--- src/rtl/ysyx_25060170_gpr_pkg.sv ---
// Shared core sizing for the register file and its users (IDU/EXU/WBU).
package ysyx_25060170_gpr_pkg;

  localparam int unsigned NREG   = 32;
  localparam int unsigned ADDR_W = 5;
  localparam int unsigned DATA_W = 32;

  typedef logic [ADDR_W-1:0] reg_idx_t;
  typedef logic [DATA_W-1:0] reg_data_t;

endpackage

--- src/rtl/ysyx_25060170_gpr_scoreboard.sv ---
// Per-register busy tracking and issue stall generation.
module ysyx_25060170_gpr_scoreboard #(
  parameter int unsigned NREG   = ysyx_25060170_gpr_pkg::NREG,
  parameter int unsigned ADDR_W = ysyx_25060170_gpr_pkg::ADDR_W
) (
  input  logic              clk,
  input  logic              rst,
  input  logic              wr_en,
  input  logic [ADDR_W-1:0] wr_addr,
  input  logic [ADDR_W-1:0] rs1_addr,
  input  logic [ADDR_W-1:0] rs2_addr,
  input  logic              rs1_used,
  input  logic              rs2_used,
  input  logic              issue_valid,
  input  logic              issue_we,
  input  logic [ADDR_W-1:0] issue_rd,
  output logic              stall
);

  logic [NREG-1:0] busy_q;
  logic [NREG-1:0] busy_d;
  logic [NREG-1:0] clr_vec;
  logic [NREG-1:0] set_vec;
  logic [NREG-1:0] busy_eff;

  // Writeback clears its target this cycle, so a hazard on it is already resolved.
  // Set is OR-ed after clear so a same-index issue keeps the bit.
  // stall deliberately ignores issue_valid to avoid a loop through the IDU.
  always_comb begin
    clr_vec = '0;
    if (wr_en && (wr_addr != '0)) begin
      clr_vec[wr_addr] = 1'b1;
    end
    busy_eff = busy_q & ~clr_vec;
    stall = (rs1_used & busy_eff[rs1_addr]) |
            (rs2_used & busy_eff[rs2_addr]) |
            (issue_we & busy_eff[issue_rd]);
    set_vec = '0;
    if (issue_valid && issue_we && (issue_rd != '0) && !stall) begin
      set_vec[issue_rd] = 1'b1;
    end
    busy_d    = (busy_q & ~clr_vec) | set_vec;
    busy_d[0] = 1'b0;
  end

  // Busy vector register; reset drops any outstanding writes.
  always_ff @(posedge clk) begin
    if (rst) begin
      busy_q <= '0;
    end else begin
      busy_q <= busy_d;
    end
  end

endmodule

--- src/rtl/ysyx_25060170_gpr.sv ---
// Integer register file: two bypassed read ports, one write port, a committed-state
// debug port, and a scoreboard that stalls issue on pending writebacks.
module ysyx_25060170_gpr #(
  parameter int unsigned NREG   = ysyx_25060170_gpr_pkg::NREG,
  parameter int unsigned ADDR_W = ysyx_25060170_gpr_pkg::ADDR_W,
  parameter int unsigned DATA_W = ysyx_25060170_gpr_pkg::DATA_W
) (
  input  logic              clk,
  input  logic              rst,
  input  logic              wr_en,
  input  logic [ADDR_W-1:0] wr_addr,
  input  logic [DATA_W-1:0] wr_data,
  input  logic [ADDR_W-1:0] rs1_addr,
  input  logic [ADDR_W-1:0] rs2_addr,
  input  logic              rs1_used,
  input  logic              rs2_used,
  output logic [DATA_W-1:0] rs1_data,
  output logic [DATA_W-1:0] rs2_data,
  input  logic              issue_valid,
  input  logic              issue_we,
  input  logic [ADDR_W-1:0] issue_rd,
  output logic              stall,
  input  logic [ADDR_W-1:0] dbg_addr,
  output logic [DATA_W-1:0] dbg_data
);

  logic [DATA_W-1:0] rf_q [NREG];
  logic              wr_act;

  assign wr_act = wr_en && (wr_addr != '0);

  // Register array; x0 is cleared on reset and never written, so it stays zero.
  always_ff @(posedge clk) begin
    if (rst) begin
      for (int i = 0; i < int'(NREG); i++) begin
        rf_q[i] <= '0;
      end
    end else if (wr_act) begin
      rf_q[wr_addr] <= wr_data;
    end
  end

  // Combinational reads with same-cycle writeback bypass; debug sees committed state only.
  always_comb begin
    rs1_data = rf_q[rs1_addr];
    rs2_data = rf_q[rs2_addr];
    if (wr_act && (wr_addr == rs1_addr)) begin
      rs1_data = wr_data;
    end
    if (wr_act && (wr_addr == rs2_addr)) begin
      rs2_data = wr_data;
    end
    if (rs1_addr == '0) begin
      rs1_data = '0;
    end
    if (rs2_addr == '0) begin
      rs2_data = '0;
    end
    dbg_data = rf_q[dbg_addr];
  end

  ysyx_25060170_gpr_scoreboard #(
    .NREG   (NREG),
    .ADDR_W (ADDR_W)
  ) u_scoreboard (
    .clk         (clk),
    .rst         (rst),
    .wr_en       (wr_en),
    .wr_addr     (wr_addr),
    .rs1_addr    (rs1_addr),
    .rs2_addr    (rs2_addr),
    .rs1_used    (rs1_used),
    .rs2_used    (rs2_used),
    .issue_valid (issue_valid),
    .issue_we    (issue_we),
    .issue_rd    (issue_rd),
    .stall       (stall)
  );

endmodule

--- config.mk ---
export PLATFORM = sky130hd
export DESIGN_NAME = ysyx_25060170_gpr
export DESIGN_NICKNAME = d
export VERILOG_FILES = /design/src/rtl/ysyx_25060170_gpr_pkg.sv /design/src/rtl/ysyx_25060170_gpr_scoreboard.sv /design/src/rtl/ysyx_25060170_gpr.sv
export SDC_FILE = /design/constraint.sdc
export NUM_CORES = 2
export LEC_CHECK = 0
export BUFFER_PORTS_ARGS = -buffer_cell sky130_fd_sc_hd__buf_4
export CAP_MARGIN = 0
export CORE_MARGIN = 4
export CORE_UTILIZATION = 50
export DETAILED_ROUTE_END_ITERATION = 12
export PLACE_DENSITY_LB_ADDON = 0.1
export SLEW_MARGIN = 5
export SYNTH_ARGS = -nofsm -noshare
export SYNTH_HDL_FRONTEND = slang
export SYNTH_SLANG_ARGS = --single-unit
--- constraint.sdc ---
create_clock -name clk -period 6.45 [get_ports clk]
set_input_delay 0.3225 -clock clk [delete_from_list [all_inputs] [get_ports clk]]
set_output_delay 0.3225 -clock clk [all_outputs]
set_load 0.03 [all_outputs]
After elaboration in Yosys (flattened, before gate mapping) --
Memory sizes are Yosys's and may differ from the RTL's. Index checks and enable logic that the tools add are counted.
Word-level totals: bits in registers 32, memories kept 1, output and inout port bits 97, RAM bits 1024, input port bits 64
Operators by class: mux-type cells 24, reduce and logical (&&, ||, !) cells 14, equality and inequality tests 2, bitwise gates (word level) 8, order comparisons 6
Memories:
- rf_q | words 32, bits a word 32, rd ports 3, clocked after Yosys merged registers in 0, wr ports 32, RTL line ysyx_25060170_gpr.sv:27 | logic [DATA_W-1:0] rf_q [NREG];
Operators with widths (count):
- $mux W32 | 7
- $and A32 B32 Y32 | 1
- $not A32 Y32 | 1
- $or A32 B32 Y32 | 1
- $reduce_or A32 Y1 | 1
- $lt A5 B6 Y1 const B | 4
- $bmux W1 S5 | 3
- $mux W1 | 11
- $demux W1 S5 | 2
- $eq A5 B5 Y1 | 2
- $ge A5 B1 Y1 const B | 2
- $logic_not A5 Y1 | 2
- $reduce_bool A5 Y1 | 2
- $logic_and A1 B1 Y1 | 8
- $mux W5 | 1
- $and A1 B1 Y1 | 3
- $or A1 B1 Y1 | 2
- $logic_not A1 Y1 | 1

Depth between registers and ports, before layout --
word-level depth 16, depth in mapped cells 11

Hierarchy --
From an unflattened synthesis, not the netlist that was laid out.
Unflattened totals: cell total of the unflattened synthesis 4689, area total of the unflattened synthesis 66034.6 um2
Modules (own cells, without submodules):
- ysyx_25060170_gpr | seq. area each 30749.5 um2, instances 1, cells an instance 4414, area each 63728.6 um2
- ysyx_25060170_gpr_scoreboard | seq. area each 620.6 um2, instances 1, cells an instance 275, area each 2306.0 um2

Worst setup path before layout --
Ideal clock, no wire load.
path type in2reg, from input wr_addr[4], to memory rf_q[1][0], enable pin, arrival time 3.899 ns, path slack 2.086 ns, stages 8, buffers on the path 4, library setup time 0.466 ns, cells stage by stage buf_6 buf_2 or3_1 clkbuf_1 o21ai_0 or3_1 clkbuf_1 o21ai_0
RTL lines:
- start: declaration | RTL line ysyx_25060170_gpr.sv:11 | input logic [ADDR_W-1:0] wr_addr,
- end: declaration | RTL line ysyx_25060170_gpr.sv:27

Worst setup path in the final report --
from input wr_addr[4], to output rs1_data[16]
Between the ends: longest elaborated chain between the ends 5, elaborated cells on any way between the ends 6
RTL lines:
- $reduce_bool A5 Y1 | RTL line ysyx_25060170_gpr.sv:30 | assign wr_act = wr_en && (wr_addr != '0);
- $logic_and A1 B1 Y1 | RTL line ysyx_25060170_gpr.sv:30
- $logic_and A1 B1 Y1 * | RTL line ysyx_25060170_gpr.sv:47 | if (wr_act && (wr_addr == rs1_addr)) begin
- $mux W32 * | RTL line ysyx_25060170_gpr.sv:47
- $mux W32 * | RTL line ysyx_25060170_gpr.sv:53 | if (rs1_addr == '0) begin
- end: declaration | RTL line ysyx_25060170_gpr.sv:17 | output logic [DATA_W-1:0] rs1_data,
Every way passes the cells marked *; elsewhere a longest branch is shown, timed or not.

==> run summary <==
#FFs+latches synth - 1055
TNS Setup - 0 ns
drt via density - 7.31
vias in the first global route - 42490
DRT Pass-1 Iters - 6
clock root cell - clkbuf_16
Yosys cell types - 71
Post-CTS Setup Inserts - 0
Final #Nets - 4191
Die Y - 370 µm
top cell type's share of synthesized area - 0.470
placed cell area - 68600 µm²
hold path start - issue_rd[1]
Die W - 370 µm
CTS tree - built
Worst Setup SP - wr_addr[4]
fin area - 72600 µm²
asr flop ratio synth - 0
overall power - 18.4 mW
Crit path required time - 6.13 ns
wire per inst - 41.5 µm
Clk pin slew, worst setup/hold paths - 0.06 ns
worst vdd ir - 0.230 mV
fin util - 0.559
DRT iter0 DRCs - 6867
drt total wl - 248 mm
R2R cell count - 8
Core Region - 130000 µm²
final period utilization - 0.678
Most used DFF post-synth - edfxtp_1
Total GRT Usage - 0.363
Rel. slew slack - 0.0867
largest area contributor in the netlist - edfxtp_1
Post-synth EDFFs - 1024
crit start category - primary input
max-cap violations - 0
post-layout minimum cycle time - 4.37 ns
DRT antenna net count - 0
initial antenna violation count - 20
skew final - 0.0196 ns
hold depth - 3
outcome - finished, final reports clean
Avg Cell Area, Syn - 15.6 µm²
RSZ-0062 raised after global routing - no
# rows - 132
Worst EP arrival - 4.05 ns
Power Density - 254 nW/µm²
clock latency on the worst-skew pair - 0.75 ns
Initial Util - 0.504
Hold Path End - u_scoreboard.busy_q[25]$_SDFF_PP0_
first-pass GRT wire length - 343 mm
Final setup viols - 0
I/O Pins - 161
worst min path class - primary input to flip-flop
Leakage - 24.1 nW
layout cell share with drive strength beyond 1 - 0.355
Fin. Hold Viols - 0
Tightest Pin Transition - 1.36 ns
Critical R2R Launch - u_scoreboard.busy_q[20]$_SDFF_PP0_
sequential area share after synthesis - 0.479
largest net degree at the start of global routing - 92
FF-to-FF End - u_scoreboard.busy_q[26]$_SDFF_PP0_
grt ovf - 0
Via Count - 43681
synth top area cells - edfxtp_1, mux4_2, and2_1
I/O Buffers - 160
Area growth, synth to finish - 10.9%
die area - 137000 µm²
mapped cell area - 65500 µm²
dpl hpwl - 139 mm
filler cell count - 10291
gpl congestion - 0.864
CP Class - primary input to primary output
drt drc - 0
clock sinks - 1055
achievable frequency - 229 MHz
Synthesis Warnings - 0
top cells by count, synth - edfxtp_1, and2_1, mux4_2, clkbuf_1, a211oi_1
Worst R2R Setup Slack - 3.63 ns
Post-Syn Instances - 4195
most common cell in the netlist - edfxtp_1
endpoint class of the critical path - primary output
worst-path maximum fanout - 64
CTS Buf Count - 117
Clock Tree Buf Depth - 3
Max Slew Vio Count - 0
H-tree levels - 3
## sequential cells by signal (all words and copies together), names as in the netlist
register / cells
rf_q: 1024
u_scoreboard.busy_q: 31
## critical path, cell delays in order
cell and delay [ns]:
buf_4 0.31, or3_1 0.54, o21ai_0 0.30, nor4_1 0.54
nand3_4 0.87, a211oi_1 0.82, buf_4 0.27
## area by class of cell
type | instances | area, µm² | area share
repair buffers | 277 | 2340 | 0.0323
multi-input cells | 2666 | 32700 | 0.450
diodes | 12 | 30.0 | 0.000414
well taps | 1742 | 2180 | 0.0300
clock buffers | 136 | 3040 | 0.0419
clock inverters | 79 | 888 | 0.0122
inverters | 10 | 37.5 | 0.000517
flip-flops and latches | 1055 | 31400 | 0.432
## cell usage in the layout (no fill, tap or decap), types with 5 or more instances in the layout
cell type and n:
edfxtp_1 1024, and2_1 992, mux4_2 920, buf_4 247
a211oi_1 133, clkbuf_16 119, mux2i_1 102, nor2_1 81
nor2b_1 46, a21oi_1 42, mux2_2 35, conb_1 32
dfxtp_1 31, nand2_1 26, o21ai_4 26, o21ai_0 23
clkinv_1 22, o32ai_1 21, clkinv_2 19, nor2_4 18
nand3_1 17, clkbuf_1 17, clkinvlp_4 15, bufinv_16 15
buf_12 15, nor3_2 13, nor3_1 13, diode_2 12
o21ai_1 9, o22ai_1 9, or3_1 8, xor2_1 7
nand4_1 7, buf_8 6, xnor2_1 5, o211ai_1 5
o2111ai_1 5
## routing by layer
metal  wire (µm)  part of all wire  global-route usage  vias to the layer above
met4       13600             0.055               0.165                        2
met2      114000              0.46               0.554                     3409
met5          13          0.000052                   0                        -
met3       31800              0.13               0.102                      678
met1       88500              0.36               0.489                    22871
li1            -                 -                   -                    16721
## where the power goes
| group | internal (mW) | switching (mW) | total (mW) |
|---|---|---|---|
| combinational | 1.42 | 1.82 | 3.24 |
| sequential | 7.91 | 0.274 | 8.18 |
| clock | 3.98 | 3.01 | 6.99 |
| total | 13.3 | 5.10 | 18.4 |
## cells by family (layout without fill, tap and decap cells)
group                     after synthesis  after routing  share of synthesized area
muxes                                1059           1059                      0.339
other                                   1             44                  0.0000573
DFF                                  1055           1055                      0.479
AOI/OAI and AO/OA                     296            296                     0.0311
and+or+nand+nor                      1267           1267                      0.118
xor gates and xnor gates               12             12                    0.00161
buffers and inverters                 505            502                     0.0316
## through the flow
step,hold WS [ns],instances,setup slack [ns]
2_1_floorplan,0.460,4226,2.09
3_3_place_gp,0.505,5746,2.30
3_5_place_dp,0.511,5746,2.23
4_1_cts,0.0150,5965,2.21
5_1_grt,0.0625,5967,1.90
6_report,0.0589,5977,2.08
## what timing repair did
item / in CTS / in global routing
setup endpoints to repair: 0 / 0
endpoints found under the hold margin: 3 / 0
gates resized for setup: 0 / 0
hold buffers: 4 / 0
## how the worst max path moves through the flow
stage | endpoint | slack (ns) | cells past startpoint
after global routing | rs1_data[5] | 1.90 | 7
after floorplan | rf_q[1][0]$_SDFFCE_PN0P_ | 2.09 | 8
after global placement | rs1_data[16] | 2.30 | 7
final | rs1_data[16] | 2.08 | 7
after detailed placement | rs1_data[16] | 2.23 | 7
after CTS | rs1_data[16] | 2.21 | 7
(Power assumes the default switching activity.)
